$ cat config.mk
export PLATFORM = sky130hd
export DESIGN_NAME = screen_sequencer
export DESIGN_NICKNAME = d
export VERILOG_FILES = /design/src/rtl/screen_sequencer_pkg.sv /design/src/rtl/screen_sequencer_key_debounce.sv /design/src/rtl/screen_sequencer.sv
export SDC_FILE = /design/constraint.sdc
export NUM_CORES = 1
export LEC_CHECK = 0
export CAP_MARGIN = 20
export CORE_ASPECT_RATIO = 1.25
export CORE_UTILIZATION = 35
export DETAILED_ROUTE_END_ITERATION = 6
export PLACE_DENSITY_LB_ADDON = 0.2
export SLEW_MARGIN = 40
export SYNTH_ARGS = -nofsm -noshare
export SYNTH_HDL_FRONTEND = slang
export SYNTH_HIERARCHICAL = 1
export SYNTH_SLANG_ARGS = --single-unit
$ cat constraint.sdc
create_clock -name clk_i -period 2.1 [get_ports clk_i]
set_input_delay 0.315 -clock clk_i [delete_from_list [all_inputs] [get_ports clk_i]]
set_output_delay 0.315 -clock clk_i [all_outputs]
set_load 0.02 [all_outputs]
$ cat src/rtl/screen_sequencer_pkg.sv
// Shared definitions for the screen/mode controller: state encoding and raster defaults.
// The SCREEN_PAUSE_EN build adds S_PAUSE behaviour; the encoding is identical in both builds.
package screen_pkg;

    typedef enum logic [2:0] {
        S_MENU   = 3'd0,
        S_LAUNCH = 3'd1,
        S_PLAY   = 3'd2,
        S_OVER   = 3'd3,
        S_PAUSE  = 3'd4
    } screen_state_t;

    localparam int unsigned H_VISIBLE_DEF = 640;
    localparam int unsigned V_VISIBLE_DEF = 480;

    // Any state other than MENU shows the game layer.
    function automatic logic game_layer_visible(input screen_state_t s);
        return s != S_MENU;
    endfunction

endpackage

$ cat src/rtl/screen_sequencer_key_debounce.sv
// Frame-rate key debouncer: emits one press strobe after DEBOUNCE_FRAMES consecutive
// high samples; the key must be released before another press can be produced.
module key_debounce
    import screen_pkg::*;
#(
    parameter int unsigned DEBOUNCE_FRAMES = 2
) (
    input  logic clk_i,
    input  logic reset_i,
    input  logic sample_i,
    input  logic key_i,
    output logic press_o
);

    localparam int unsigned CW = $clog2(DEBOUNCE_FRAMES + 1);
    localparam logic [CW-1:0] TARGET = CW'(DEBOUNCE_FRAMES);

    logic [CW-1:0] cnt_q, cnt_d;

    // Counter saturates at TARGET, so a held key strobes exactly once.
    always_comb begin
        cnt_d   = cnt_q;
        press_o = 1'b0;
        if (sample_i) begin
            if (key_i) begin
                if (cnt_q != TARGET) begin
                    cnt_d   = cnt_q + 1'b1;
                    press_o = (cnt_d == TARGET);
                end
            end else begin
                cnt_d = '0;
            end
        end
    end

    always_ff @(posedge clk_i) begin
        if (reset_i) begin
            cnt_q <= '0;
        end else begin
            cnt_q <= cnt_d;
        end
    end

endmodule

$ cat src/rtl/screen_sequencer.sv
// Screen/mode controller: frame tick, start-key debounce and MENU/LAUNCH/PLAY/OVER FSM.
// Define SCREEN_PAUSE_EN to enable the PAUSE state (press toggles PLAY <-> PAUSE).
module screen_sequencer
    import screen_pkg::*;
#(
    parameter int unsigned H_VISIBLE        = H_VISIBLE_DEF,
    parameter int unsigned V_VISIBLE        = V_VISIBLE_DEF,
    parameter int unsigned BLINK_FRAMES     = 30,
    parameter int unsigned DEBOUNCE_FRAMES  = 2,
    parameter int unsigned OVER_HOLD_FRAMES = 180
) (
    input  logic       clk_i,
    input  logic       reset_i,
    input  logic [9:0] hpos_i,
    input  logic [9:0] vpos_i,
    input  logic       start_key_i,
    input  logic       player_dead_i,
    output logic       frame_tick_o,
    output logic [2:0] state_o,
    output logic       menu_en_o,
    output logic       game_en_o,
    output logic       game_run_o,
    output logic       game_reset_o,
    output logic       blink_o
);

    if (H_VISIBLE == 0 || H_VISIBLE > 1024 || V_VISIBLE >= 1024 ||
        BLINK_FRAMES == 0 || DEBOUNCE_FRAMES == 0 || OVER_HOLD_FRAMES == 0) begin : g_bad_cfg
        $error("screen_sequencer: invalid parameter set");
    end

    localparam logic [9:0] TICK_LINE = 10'(V_VISIBLE);
    localparam int unsigned HW = $clog2(OVER_HOLD_FRAMES + 1);
    localparam logic [HW-1:0] HOLD_LOAD = HW'(OVER_HOLD_FRAMES - 1);
    localparam int unsigned BW = $clog2(BLINK_FRAMES + 1);
    localparam logic [BW-1:0] BLINK_LAST = BW'(BLINK_FRAMES - 1);

    screen_state_t state_q, state_d;
    logic          match_q, tick_q;
    logic          raw_match;
    logic          dead_q, dead_d, dead_seen;
    logic [HW-1:0] hold_q, hold_d;
    logic [BW-1:0] blink_cnt_q, blink_cnt_d;
    logic          blink_q, blink_d;
    logic          menu_en_q, game_en_q, game_run_q, game_reset_q;
    logic          press;

    key_debounce #(
        .DEBOUNCE_FRAMES(DEBOUNCE_FRAMES)
    ) u_key_debounce (
        .clk_i   (clk_i),
        .reset_i (reset_i),
        .sample_i(tick_q),
        .key_i   (start_key_i),
        .press_o (press)
    );

    assign raw_match = (vpos_i == TICK_LINE) && (hpos_i == '0);
    // A death on the tick cycle itself counts for that tick rather than being dropped.
    assign dead_seen = dead_q | player_dead_i;

    always_comb begin
        state_d = state_q;
        hold_d  = hold_q;
        dead_d  = dead_seen;
        if (tick_q) begin
            dead_d = 1'b0;
            case (state_q)
                S_MENU: begin
                    if (press) state_d = S_LAUNCH;
                end
                S_LAUNCH: state_d = S_PLAY;
                S_PLAY: begin
                    if (dead_seen) begin
                        state_d = S_OVER;
                        hold_d  = HOLD_LOAD;
                    end
`ifdef SCREEN_PAUSE_EN
                    else if (press) begin
                        state_d = S_PAUSE;
                    end
`endif
                end
`ifdef SCREEN_PAUSE_EN
                S_PAUSE: begin
                    if (press) state_d = S_PLAY;
                end
`endif
                S_OVER: begin
                    if (hold_q == '0) state_d = S_MENU;
                    else              hold_d  = hold_q - 1'b1;
                end
                default: state_d = S_MENU;
            endcase
        end
    end

    // Blink phase runs only while MENU persists; any entry or exit restarts it visible.
    always_comb begin
        blink_d     = 1'b1;
        blink_cnt_d = '0;
        if (state_q == S_MENU && state_d == S_MENU) begin
            blink_d     = blink_q;
            blink_cnt_d = blink_cnt_q;
            if (tick_q) begin
                if (blink_cnt_q == BLINK_LAST) begin
                    blink_d     = ~blink_q;
                    blink_cnt_d = '0;
                end else begin
                    blink_cnt_d = blink_cnt_q + 1'b1;
                end
            end
        end
    end

    always_ff @(posedge clk_i) begin
        if (reset_i) begin
            match_q      <= 1'b0;
            tick_q       <= 1'b0;
            dead_q       <= 1'b0;
            state_q      <= S_MENU;
            hold_q       <= '0;
            blink_cnt_q  <= '0;
            blink_q      <= 1'b1;
            menu_en_q    <= 1'b1;
            game_en_q    <= 1'b0;
            game_run_q   <= 1'b0;
            game_reset_q <= 1'b0;
        end else begin
            match_q      <= raw_match;
            tick_q       <= raw_match & ~match_q;
            dead_q       <= dead_d;
            state_q      <= state_d;
            hold_q       <= hold_d;
            blink_cnt_q  <= blink_cnt_d;
            blink_q      <= blink_d;
            menu_en_q    <= (state_d == S_MENU);
            game_en_q    <= game_layer_visible(state_d);
            game_run_q   <= (state_d == S_PLAY);
            game_reset_q <= (state_d == S_LAUNCH);
        end
    end

    assign frame_tick_o = tick_q;
    assign state_o      = state_q;
    assign menu_en_o    = menu_en_q;
    assign game_en_o    = game_en_q;
    assign game_run_o   = game_run_q;
    assign game_reset_o = game_reset_q;
    assign blink_o      = blink_q;

endmodule

# [After elaboration in Yosys (flattened, before gate mapping)]
# Cells that the tools add are included.
[op_classes] addsub=3 n_eq_ne=12 n_mux=14 bitwise=5 reduce_logical=13
[op_table] op="$mux W8" n=2
[op_table] op="$pmux W8 S2" n=1
[op_table] op="$mux W3" n=4
[op_table] op="$pmux W3 S4" n=1
[op_table] op="$eq A10 B9 Y1 const B" n=1
[op_table] op="$logic_not A10 Y1" n=1
[op_table] op="$eq A3 B2 Y1 const B" n=3
[op_table] op="$logic_not A8 Y1" n=1
[op_table] op="$sub A8 B1 Y8 const B" n=1
[op_table] op="$eq A3 B1 Y1 const B" n=2
[op_table] op="$logic_not A3 Y1" n=2
[op_table] op="$ne A2 B2 Y1 const B" n=3
[op_table] op="$add A5 B1 Y5 const B" n=1
[op_table] op="$eq A5 B5 Y1 const B" n=1
[op_table] op="$mux W5" n=1
[op_table] op="$mux W2" n=2
[op_table] op="$reduce_and A2 Y1" n=2
[op_table] op="$reduce_and A4 Y1" n=1
[op_table] op="$reduce_or A2 Y1" n=2
[op_table] op="$mux W1" n=3
[op_table] op="$not A1 Y1" n=3
[op_table] op="$reduce_bool A3 Y1" n=1
[op_table] op="$add A2 B1 Y2 const B" n=1
[op_table] op="$eq A2 B2 Y1 const B" n=1
[op_table] op="other kinds (5)" n=6
[word_totals] reg_bits=26 in_bits=24 out_inout_bits=9 wordCells=59

# [Logic depth before layout (Yosys ltp)]
[depth] depth_word=12 mapped_depth=7 mapped_depth_nobuf=7

# [Hierarchy]
# The synthesis kept the hierarchy.
[by_module_without_submodules] module="screen_sequencer" n_inst=1 cells_each=134 area_per_inst_um2=1189.9 seq_area_each_um2=480.5
[by_module_without_submodules] module="key_debounce" n_inst=1 cells_each=14 area_per_inst_um2=128.9 seq_area_each_um2=40.0

# [Least setup slack after synthesis]
# No wires, ideal clock.
[synth_path] kind="register to register" from="register hold_q[0]" to="register hold_q[7]" setup_time_ps=74 arrival_ps=1693 required_time_ps=2026 slack_ps=332 stages_incl_launch_ff=8 n_path_buf=1 synth_period_minus_slack_ps=1768 path_cell_list="dfxtp_1 inv_1 ha_1 or4b_4 o211a_1 buf_6 a31o_1 a31oi_1"
[synth_via] elab_chain_cells=3 elab_cells_between_ends=6 classes_between="1 x add/sub; 1 x eq/ne; 2 x mux; 2 x reduce/logical"
[synth_lines] element="start: declaration" line_no="screen_sequencer.sv:42" text="logic [HW-1:0] hold_q, hold_d;"
[synth_lines] element="start signal: assignment" line_no="screen_sequencer.sv:134" text="hold_q <= hold_d;"
[synth_lines] element="$sub A8 B1 Y8 / $logic_not A8 Y1 (equally long branches)" line_no="screen_sequencer.sv:91, screen_sequencer.sv:90"
[synth_lines] element="$mux W8 / $ne A2 B2 Y1 (equally long branches)"
[synth_lines] element="$pmux W8 S2 / $reduce_and A4 Y1 (equally long branches)"
# Parallel ways exist; a longest one is shown, timed or not. The select of a mux whose other input is x is not followed.
# A chain may end at the register's enable or synchronous reset.

# [Worst setup path in the final report]
[layout_path] from="register hold_q[0]" to="register hold_q[1]"
# Same word-level chain as after synthesis.

==> impl_metrics.yaml <==
worst_setup_path:
  crit_start: "hold_q[0]"
  r2r_cells: 6
  r2r_end: "hold_q[1]"
  crit_path_end_kind: "register"
  cp-start-kind: "register"
  crit_fanout: 5
  crit_type: "reg2reg"
  rrSetupSlack_ps: 140
  required_ps: 2290
  crit_arrival_ps: 2150
  r2r_start: "hold_q[0]"
  setup.worst_path.end: "hold_q[1]"
floorplan:
  core_um2: 3543
  die_h_um: 70.63
  dieArea_um2: 4019
  start_util_pct: 37.22
  rows: 24
  num_io_pins: 33
  dieWidth_um: 56.90
final_layout:
  ff_latch_area_um2: 520.5
  syn_to_final_growth_pct: 30.46
  drive_gt1_share_pct: 7.182
  design_area_um2: 1720
  nets: 211
  final_util_pct: 48.55
  diodes: 0
  fillers: 349
  final_cells: 220
  multi_input_area_um2: 723.2
timing:
  hold_viol_final: 0
  fin_tns_setup_ps: 0
  clock_skew_ps: 2.512
  period_needed_ps: 1960
  max_slew_margin_pct: 55.90
  layout_setup_ws_ps: 139.6
  rsz0062_at_grt: "no"
  finalSetupViolCount: 0
  fmax_mhz: 510.1
  worstMarginPinSlew_ps: 656.4
  whs_ps: 393.0
  period_share_pct: 93.35
  report.final.slew_viol_count: 0
synthesis:
  synth_cell_types: 48
  yosys.area_share.simple_pct: 28.18
  async_flop_share_pct: 0
  synthFlopType: "dfxtp_1"
  synth_edf_count: 0
  synth_top_area_share_pct: 39.47
  synthesis.nets: 177
  synthAdderAreaFrac_pct: 4.744
  yosys_warnings: 6
  yosys-mux-area-fraction_pct: 0
  synth-xor-area-share_pct: 3.321
  synth_top_family_by_area: "simple AND/OR/NAND/NOR gates"
  yosysMostFrequentCell: "dfxtp_1"
  synth_top_cell_by_area: "dfxtp_1"
  synthesis.area_um2: 1319
  yosysSeqAreaShare_pct: 39.47
  synth_compound_area_share_pct: 18.60
  ys_ff_latch: 26
  synth.area.top_cells: "dfxtp_1 (39%), ha_1 (4.7%), a21oi_1 (3.0%)"
  syn_area_per_cell_um2: 8.911
  netlist_instances: 148
  synthTopCellsByCount: "dfxtp_1 (26), nor2_1 (10), a21oi_1 (8), inv_1 (8)"
cts:
  cts_resized: 0
  insertion_delay_ps: 270
  cts_buffers: 3
  h-tree-depth: 1
  postCtsSetupRepairBufs: 0
  clk_pin_slew_ps: 90
  cts_root_buf: "clkbuf_8"
  clockBufferDepth: 2
  cts_sinks: 26
  hold_buffers: 0
  cts_tree: "yes"
global_route:
  grt_pass1_vias: 1200
  antenna_found_initial: 0
  gr-total-overflow: 0
  grt_max_degree: 19
  grt_pass1_wl_mm: 5.140
  grt_usage_pct: 15.75
detailed_routing:
  dr_wl_met2_mm: 1.598
  vias: 1233
  via_per_inst: 5.605
  post_drt_wl_per_cell_um: 13.45
  drc_errors: 0
  drt_iter0_drc: 43
  routed_wl_mm: 2.960
  wl_met3_um: 122
  wl_met1_mm: 1.218
  drt-pass1-iter-count: 4
  ant_nets: 0
  top_layer: "met4"
min_path:
  hold_class: "reg2reg"
run_status:
  outcome: "finished clean"
run:
  maxCapViolations: 0
placement:
  port_buffers: 32
  routabilityCongestion: 0.8138
  dp_hpwl_mm: 2.271
  dpl.cell_count: 216
  post_dp_cell_area_um2: 1665
  dp_slack_ps: 192.8
power_and_ir_drop:
  p_total_uw: 885.2
  p_leak_nw: 0.6396
  ir_drop_mv: 0.2989
  power_density_nw_per_um2: 514.5
[final cells by class]
cell class / instances / area share [%]
Multi-Input combinational cell: 108 / 42.04
Sequential cell: 26 / 30.25
Timing Repair Buffer: 35 / 19.93
Clock buffer: 4 / 3.200
Tap cell: 39 / 2.836
Inverter: 8 / 1.745
[logic make-up (layout without fill, tap and decap cells)]
family                   Yosys count  in the layout
AO/OA/AOI/OAI                     35             35
AND/OR/NAND/NOR                   63             63
XOR/XNOR                           5              5
buffers and inverters             14             47
flip-flops                        26             26
adder cells (fa/ha/maj)            5              5
[where the power goes]
part / switching [mW] / internal [mW]
clock: 0.161 / 0.168
sequential: 0.000164 / 0.494
combinational: 0.0180 / 0.0440
[sequential cells by signal, indices dropped and copies added (netlist names), 2 cells and up]
| signal | count |
|---|---|
| blink_cnt_q | 5 |
| hold_q | 8 |
| state_o | 3 |
| u_key_debounce/cnt_q | 2 |
[critical path: stages, from the launching register on]
cell and delay, ps:
dfxtp_1 340, inv_1 60, ha_1 220, or4b_4 520
o211ai_2 270, nand2_1 170, a311oi_1 280
[layout by cell type, fill, tap and decap left out, types with 2 or more instances in the layout]
master,instances
or2_2,2
nor3_1,7
nand4_1,4
a211oi_1,3
o22ai_1,2
buf_4,3
clkbuf_8,4
dfxtp_1,26
nor3b_1,2
nand2_1,7
a31oi_1,4
nand3b_1,3
nor2_1,10
ha_1,5
a21oi_1,8
or2b_1,2
o21ai_0,2
nand3_1,4
and3_1,3
a21boi_0,2
nor2b_1,4
xor2_1,4
or3_1,2
inv_1,8
clkdlybuf4s50_1,32
o32ai_1,2
and2_1,2
nor4_1,3
o31ai_1,2
a311oi_1,2
o21a_1,2
[metal layers]
| metal | track usage, % | up-vias |
|---|---|---|
| met2 | 29.28 | 36 |
| met3 | 3.108 | 2 |
| met4 | 6.504 | 0 |
| met1 | 17.10 | 589 |
| met5 | 0 | - |
| li1 | - | 606 |
[how the worst min path moves through the flow]
| stage | startpoint | end | slack [ps] | cells after the start |
|---|---|---|---|---|
| 6_report | match_q | frame_tick_o | 390 | 1 |
| 5_1_grt | match_q | frame_tick_o | 410 | 1 |
| 4_1_cts | match_q | frame_tick_o | 400 | 1 |
| 3_5_place_dp | match_q | frame_tick_o | 380 | 1 |
| 3_3_place_gp | match_q | frame_tick_o | 370 | 1 |
| 2_1_floorplan | match_q | frame_tick_o | 370 | 1 |
(Power assumes the default switching activity.)
==> RTL change 1, RTL diff (config.mk and constraints unchanged) <==
Build with the macro `SCREEN_PAUSE_EN` defined.
--- a/src/rtl/screen_sequencer.sv
+++ b/src/rtl/screen_sequencer.sv
@@ -1,4 +1,6 @@
 // Screen/mode controller: frame tick, start-key debounce and MENU/LAUNCH/PLAY/OVER FSM.
 // Define SCREEN_PAUSE_EN to enable the PAUSE state (press toggles PLAY <-> PAUSE).
+`define SCREEN_PAUSE_EN
+
 module screen_sequencer
     import screen_pkg::*;
Check against the original RTL: no difference found for any inputs over 10 cycles, from zero or initial values and one cycle with reset_i high; that may be too few to reach the edited logic, so the function may still have changed.
==> RTL change 1 against the unedited design <==
Area after synthesis increased by 3.7%; power is 12% higher; final area rose by 5.2%; sequential share of layout area down 1.5 points; clock skew increased by 0.0049 ns; critical path type is now reg2out; sequential cell count unchanged; routed wire length increased by 2.9%; worst setup slack better by 0.13 ns; die area rose by 3.6%.
==> RTL change 1: results (changes against the unedited design) <==
- The critical path startpoint is frame_tick_o (was hold_q[0]).
- The kind of cell adding the most delay to the critical path is buffers and inverters (was simple AND/OR/NAND/NOR gates).
* Synthesized area per cell: 9.240 um2 (was 8.911 um2)
* Total Routing Usage GR: 16.06% (was 15.75%)
- The cell at the slowest stage of the critical path was sky130_fd_sc_hd__clkdlybuf4s50_1 (was sky130_fd_sc_hd__or4b_4).
* Total wire length: 3.047 mm (was 2.960 mm)
- The capture point of the worst reg-to-reg path was game_run_o (was hold_q[1]).
- The met1 wire length came to 1.251 mm (was 1.218 mm).
- The area after detailed placement is 0.001739 mm2 (was 0.001665 mm2).
- The HPWL reported at the end of detailed placement was 2.355 mm (was 2.271 mm).
* Share of cell area taken by muxes after synthesis: 2.196% (was 0%)
- The routed length on met2 came to 1.622 mm (was 1.598 mm).
* Largest cells by area after synthesis: sky130_fd_sc_hd__dfxtp_1, sky130_fd_sc_hd__ha_1, sky130_fd_sc_hd__xor2_1, sky130_fd_sc_hd__nor2_1, sky130_fd_sc_hd__nor3_1 (was sky130_fd_sc_hd__dfxtp_1, sky130_fd_sc_hd__ha_1, sky130_fd_sc_hd__a21oi_1, sky130_fd_sc_hd__nor2_1, sky130_fd_sc_hd__nor3_1)
- The timing endpoint of the critical path is frame_tick_o (was hold_q[1]).
* Wire per inst: 13.73 um (was 13.45 um)
- Final worst clock skew: 0.007438 ns (was 0.002512 ns)
- The met3 wire length was 121 um (was 122 um).
* Fraction of the mapped netlist area in adder cells: 4.575% (was 4.744%)
- The wire length of the first global-routing pass is 5.126 mm (was 5.140 mm).
- Status: completed (unchanged).
- Max IR drop VDD: 0.2009 mV (was 0.2989 mV)
- Largest incremental delay on the critical path: 0.69 ns (was 0.52 ns)
- Number of library cell types mapped by synthesis: 50 (was 48)
* Share of the synthesized netlist area taken by xor and xnor gates: 4.483% (was 3.321%)
* Crit share post-route: 87.30% (was 93.35%)
* Leakage: 0.0006925 uW (was 0.0006396 uW)
- Highest net fanout along the worst path: 12 (was 5)
* Grt met2 use: 30.27% (was 29.28%)
* P_sw: 191.7 uW (was 179.5 uW)
- The net total in the final layout is 212 (was 211).
- The via count of the first global-routing pass is 1211 (was 1200).
* Length in cells of the worst reg-to-reg path: 7 (was 6)
* Commonest cells in the synthesized netlist: sky130_fd_sc_hd__dfxtp_1, sky130_fd_sc_hd__nor2_1, sky130_fd_sc_hd__nor3_1 (was sky130_fd_sc_hd__dfxtp_1, sky130_fd_sc_hd__nor2_1, sky130_fd_sc_hd__a21oi_1, sky130_fd_sc_hd__inv_1)
* Met3 layer usage reported by global route: 2.708% (was 3.108%)
- Post-DR vias/cell: 5.446 (was 5.605)
- Final RePlAce weighted congestion: 0.8157 (was 0.8138)
* Slew HR: 71.52% (was 55.90%)
- The worst hold-check slack came to 0.3863 ns (was 0.3930 ns).
- Compound-gate portion of the synthesized area: 14.27% (was 18.60%)
- Iteration-0 DRC count of the detailed router: 49 (was 43)
-- RTL change 1: changes by cell type in the layout (fill, tap and decap cells not counted), moves of 3 or more --
cell	delta
sky130_fd_sc_hd__nor2_1	+5
sky130_fd_sc_hd__mux2i_1	+3
sky130_fd_sc_hd__xor2_1	+3
sky130_fd_sc_hd__nor3_1	+3
sky130_fd_sc_hd__a21oi_1	-3
-- RTL change 1: power by group through the flow --
| stage | registers [uW] | logic (uW) | clock network [uW] |
|---|---|---|---|
| floorplan | 506 | 19.0 | 0 |
| global placement | 506 | 68.3 | 0 |
| detailed placement | 506 | 69.7 | 0 |
| CTS | 495 | 69.8 | 431 |
| global route | 495 | 74.1 | 453 |
| finish | 495 | 69.2 | 424 |
-- RTL change 1: final cells by class --
class                   count  area [um2]
clock buffers               3       41.29
multi-input cells         110       795.8
well taps                  40       50.05
clock inverters             1       30.03
flip-flops and latches     26       520.5
repair buffers             36       350.3
inverters                   6       22.52
fillers                   376        1943
==> RTL change 2, RTL diff (config.mk and constraints unchanged) <==
Made on the original files. Register the inputs `hpos_i`, `vpos_i`, `start_key_i` and `player_dead_i` before use. The logic sees them one clock later.
--- a/src/rtl/screen_sequencer.sv
+++ b/src/rtl/screen_sequencer.sv
@@ -24,4 +24,16 @@
     output logic       blink_o
 );
+
+    logic [9:0] hpos_q;
+    logic [9:0] vpos_q;
+    logic start_key_q;
+    logic player_dead_q;
+
+    always_ff @(posedge clk_i) begin
+        hpos_q        <= hpos_i;
+        vpos_q        <= vpos_i;
+        start_key_q   <= start_key_i;
+        player_dead_q <= player_dead_i;
+    end
 
     if (H_VISIBLE == 0 || H_VISIBLE > 1024 || V_VISIBLE >= 1024 ||
@@ -52,11 +64,11 @@
         .reset_i (reset_i),
         .sample_i(tick_q),
-        .key_i   (start_key_i),
+        .key_i   (start_key_q),
         .press_o (press)
     );
 
-    assign raw_match = (vpos_i == TICK_LINE) && (hpos_i == '0);
+    assign raw_match = (vpos_q == TICK_LINE) && (hpos_q == '0);
     // A death on the tick cycle itself counts for that tick rather than being dropped.
-    assign dead_seen = dead_q | player_dead_i;
+    assign dead_seen = dead_q | player_dead_q;
 
     always_comb begin
Function: changed (Yosys sat finds a counterexample within 4 cycles, from zero or initial values and one cycle with reset_i high).
==> RTL change 2 against the unedited design <==
Worst setup slack better by 0.12 ns; sequential cell count is 22 higher; die area is 32% higher; routed wire length is 15% higher; area after synthesis is 33% higher; non-clock buffer count is 1 lower; largest cell class is now sequential cells; synthesized cell count is 13% higher; highest routed layer unchanged; utilization is 1.3 points lower; critical path type unchanged; power is 93% higher; final area is 32% higher.
==> RTL change 2: results (changes against the unedited design) <==
- The reg2reg setup slack came to 0.26 ns (was 0.14 ns).
* Length in cells of the worst reg-to-reg path: 4 (was 6)
- Primary flip-flop cell chosen by synthesis mapping: sky130_fd_sc_hd__dfxtp_1 (unchanged)
* Wire per inst: 12.92 um (was 13.45 um)
* Leakage: 0.0008269 uW (was 0.0006396 uW)
* Status: completed (unchanged)
- The net count of the mapped netlist came to 196 (was 177).
- The layout cell share with drive strength beyond 1 was 9.804% (was 7.182%).
- The via count of the first global-routing pass came to 1380 (was 1200).
- Commonest cells in the synthesized netlist: sky130_fd_sc_hd__dfxtp_1, sky130_fd_sc_hd__a21oi_1, sky130_fd_sc_hd__nor3_1 (was sky130_fd_sc_hd__dfxtp_1, sky130_fd_sc_hd__nor2_1, sky130_fd_sc_hd__a21oi_1, sky130_fd_sc_hd__inv_1)
- The wire length of the first global-routing pass was 5.968 mm (was 5.140 mm).
* Worst EP arrival: 2.05 ns (was 2.15 ns)
* Iteration-0 DRC count of the detailed router: 86 (was 43)
- Crit-path slowest cell: sky130_fd_sc_hd__dfxtp_1 (was sky130_fd_sc_hd__or4b_4)
* CTS Buf Count: 5 (was 3)
* Largest incremental delay on the critical path: 0.54 ns (was 0.52 ns)
* Highest net fanout along the worst path: 10 (was 5)
* Max IR drop VDD: 0.3633 mV (was 0.2989 mV)
- Sequential element share of the synthesized area: 54.58% (was 39.47%)
* H-tree Lvls: 2 (was 1)
* Final layout net count: 232 (was 211)
* Largest net degree at the start of global routing: 21 (was 19)
- The detailed-route wire length is 3.410 mm (was 2.960 mm).
- Largest cells by area after synthesis: sky130_fd_sc_hd__dfxtp_1, sky130_fd_sc_hd__ha_1, sky130_fd_sc_hd__a21oi_1, sky130_fd_sc_hd__nor3_1, sky130_fd_sc_hd__a311oi_1 (was sky130_fd_sc_hd__dfxtp_1, sky130_fd_sc_hd__ha_1, sky130_fd_sc_hd__a21oi_1, sky130_fd_sc_hd__nor2_1, sky130_fd_sc_hd__nor3_1).
* Synthesized area per cell: 10.54 um2 (was 8.911 um2)
* Destination of the critical timing path: hold_q[7] (was hold_q[1])
* Clock latency reported for the late side of the worst-skew pair: 0.30 ns (was 0.27 ns)
- Final RePlAce weighted congestion: 0.7652 (was 0.8138)
* Place WS: 0.3048 ns (was 0.1928 ns)
- The number of cells in the design after placement is 256 (was 216).
- Total Routing Usage GR: 14.88% (was 15.75%)
- Crit. Startpoint: state_o[0] (was hold_q[0])
- Estimated wirelength of the detail-placed design: 2.590 mm (was 2.271 mm)
* Actual transition at the worst max-transition pin: 0.4504 ns (was 0.6564 ns)
- Crit share post-route: 87.83% (was 93.35%)
- The number of distinct library cells after synthesis came to 50 (was 48).
* Yosys warning count: 6 (unchanged)
- The setup clock skew after layout came to 0.007311 ns (was 0.002512 ns).
* Post-DR vias/cell: 5.083 (was 5.605)
## RTL change 2: where the power goes
group / switching, uW / internal [uW]
clock network: 289 / 420
logic: 15.7 / 42.0
registers: 6.58 / 933
total: 311 / 1390
## RTL change 2: kinds of logic (layout without fill, tap and decap cells)
family	after synthesis	after routing	synth area share, %
and+or+nand+nor	57	57	20.33
buffers and inverters	14	51	3.482
DFF	48	48	54.58
AOI/OAI and AO/OA	40	40	16.56
xor gates and xnor gates	3	3	1.493
adders and majority gates	5	5	3.554
## RTL change 2: cell type report
cell class                      instances  area, um2
Timing Repair Buffer                   34      335.3
Fill cell                             434       2530
Sequential cell                        48      960.9
Clock buffer                            7      96.34
Clock inverter                          1      30.03
Tap cell                               60      75.07
Multi-Input combinational cell        105      738.2
Inverter                                9      33.78
## RTL change 2: worst min path at each step
stage / from / endpoint / slack, ns / cells after the start
6_report: match_q / frame_tick_o / 0.39 / 1
5_1_grt: match_q / frame_tick_o / 0.42 / 1
4_1_cts: match_q / frame_tick_o / 0.39 / 1
3_5_place_dp: match_q / frame_tick_o / 0.38 / 1
3_3_place_gp: match_q / frame_tick_o / 0.37 / 1
2_1_floorplan: hpos_i[0] / hpos_q[0] / 0.34 / 0
## RTL change 2: critical path: cells and delay by family, from the launching register on
family | cells | cell delay [ns]
flip-flops | 1 | 0.54
AND/OR/NAND/NOR | 1 | 0.34
AO/OA/AOI/OAI | 3 | 0.87
## RTL change 2: routing by layer
layer / GRT usage [%] / vias up / share of wire, %
met2: 27.22 / 34 / 54
met3: 3.792 / 7 / 3.9
met1: 15.91 / 612 / 40
met4: 6.522 / 0 / 1.9
li1: - / 689 / -
met5: 0 / - / 0
## RTL change 2: per-stage QoR
stage	instance area, um2	power [uW]
4_1_cts	2270	1727
3_3_place_gp	2143	1017
6_report	2270	1706
2_1_floorplan	1760	971.1
5_1_grt	2270	1782
3_5_place_dp	2143	1020
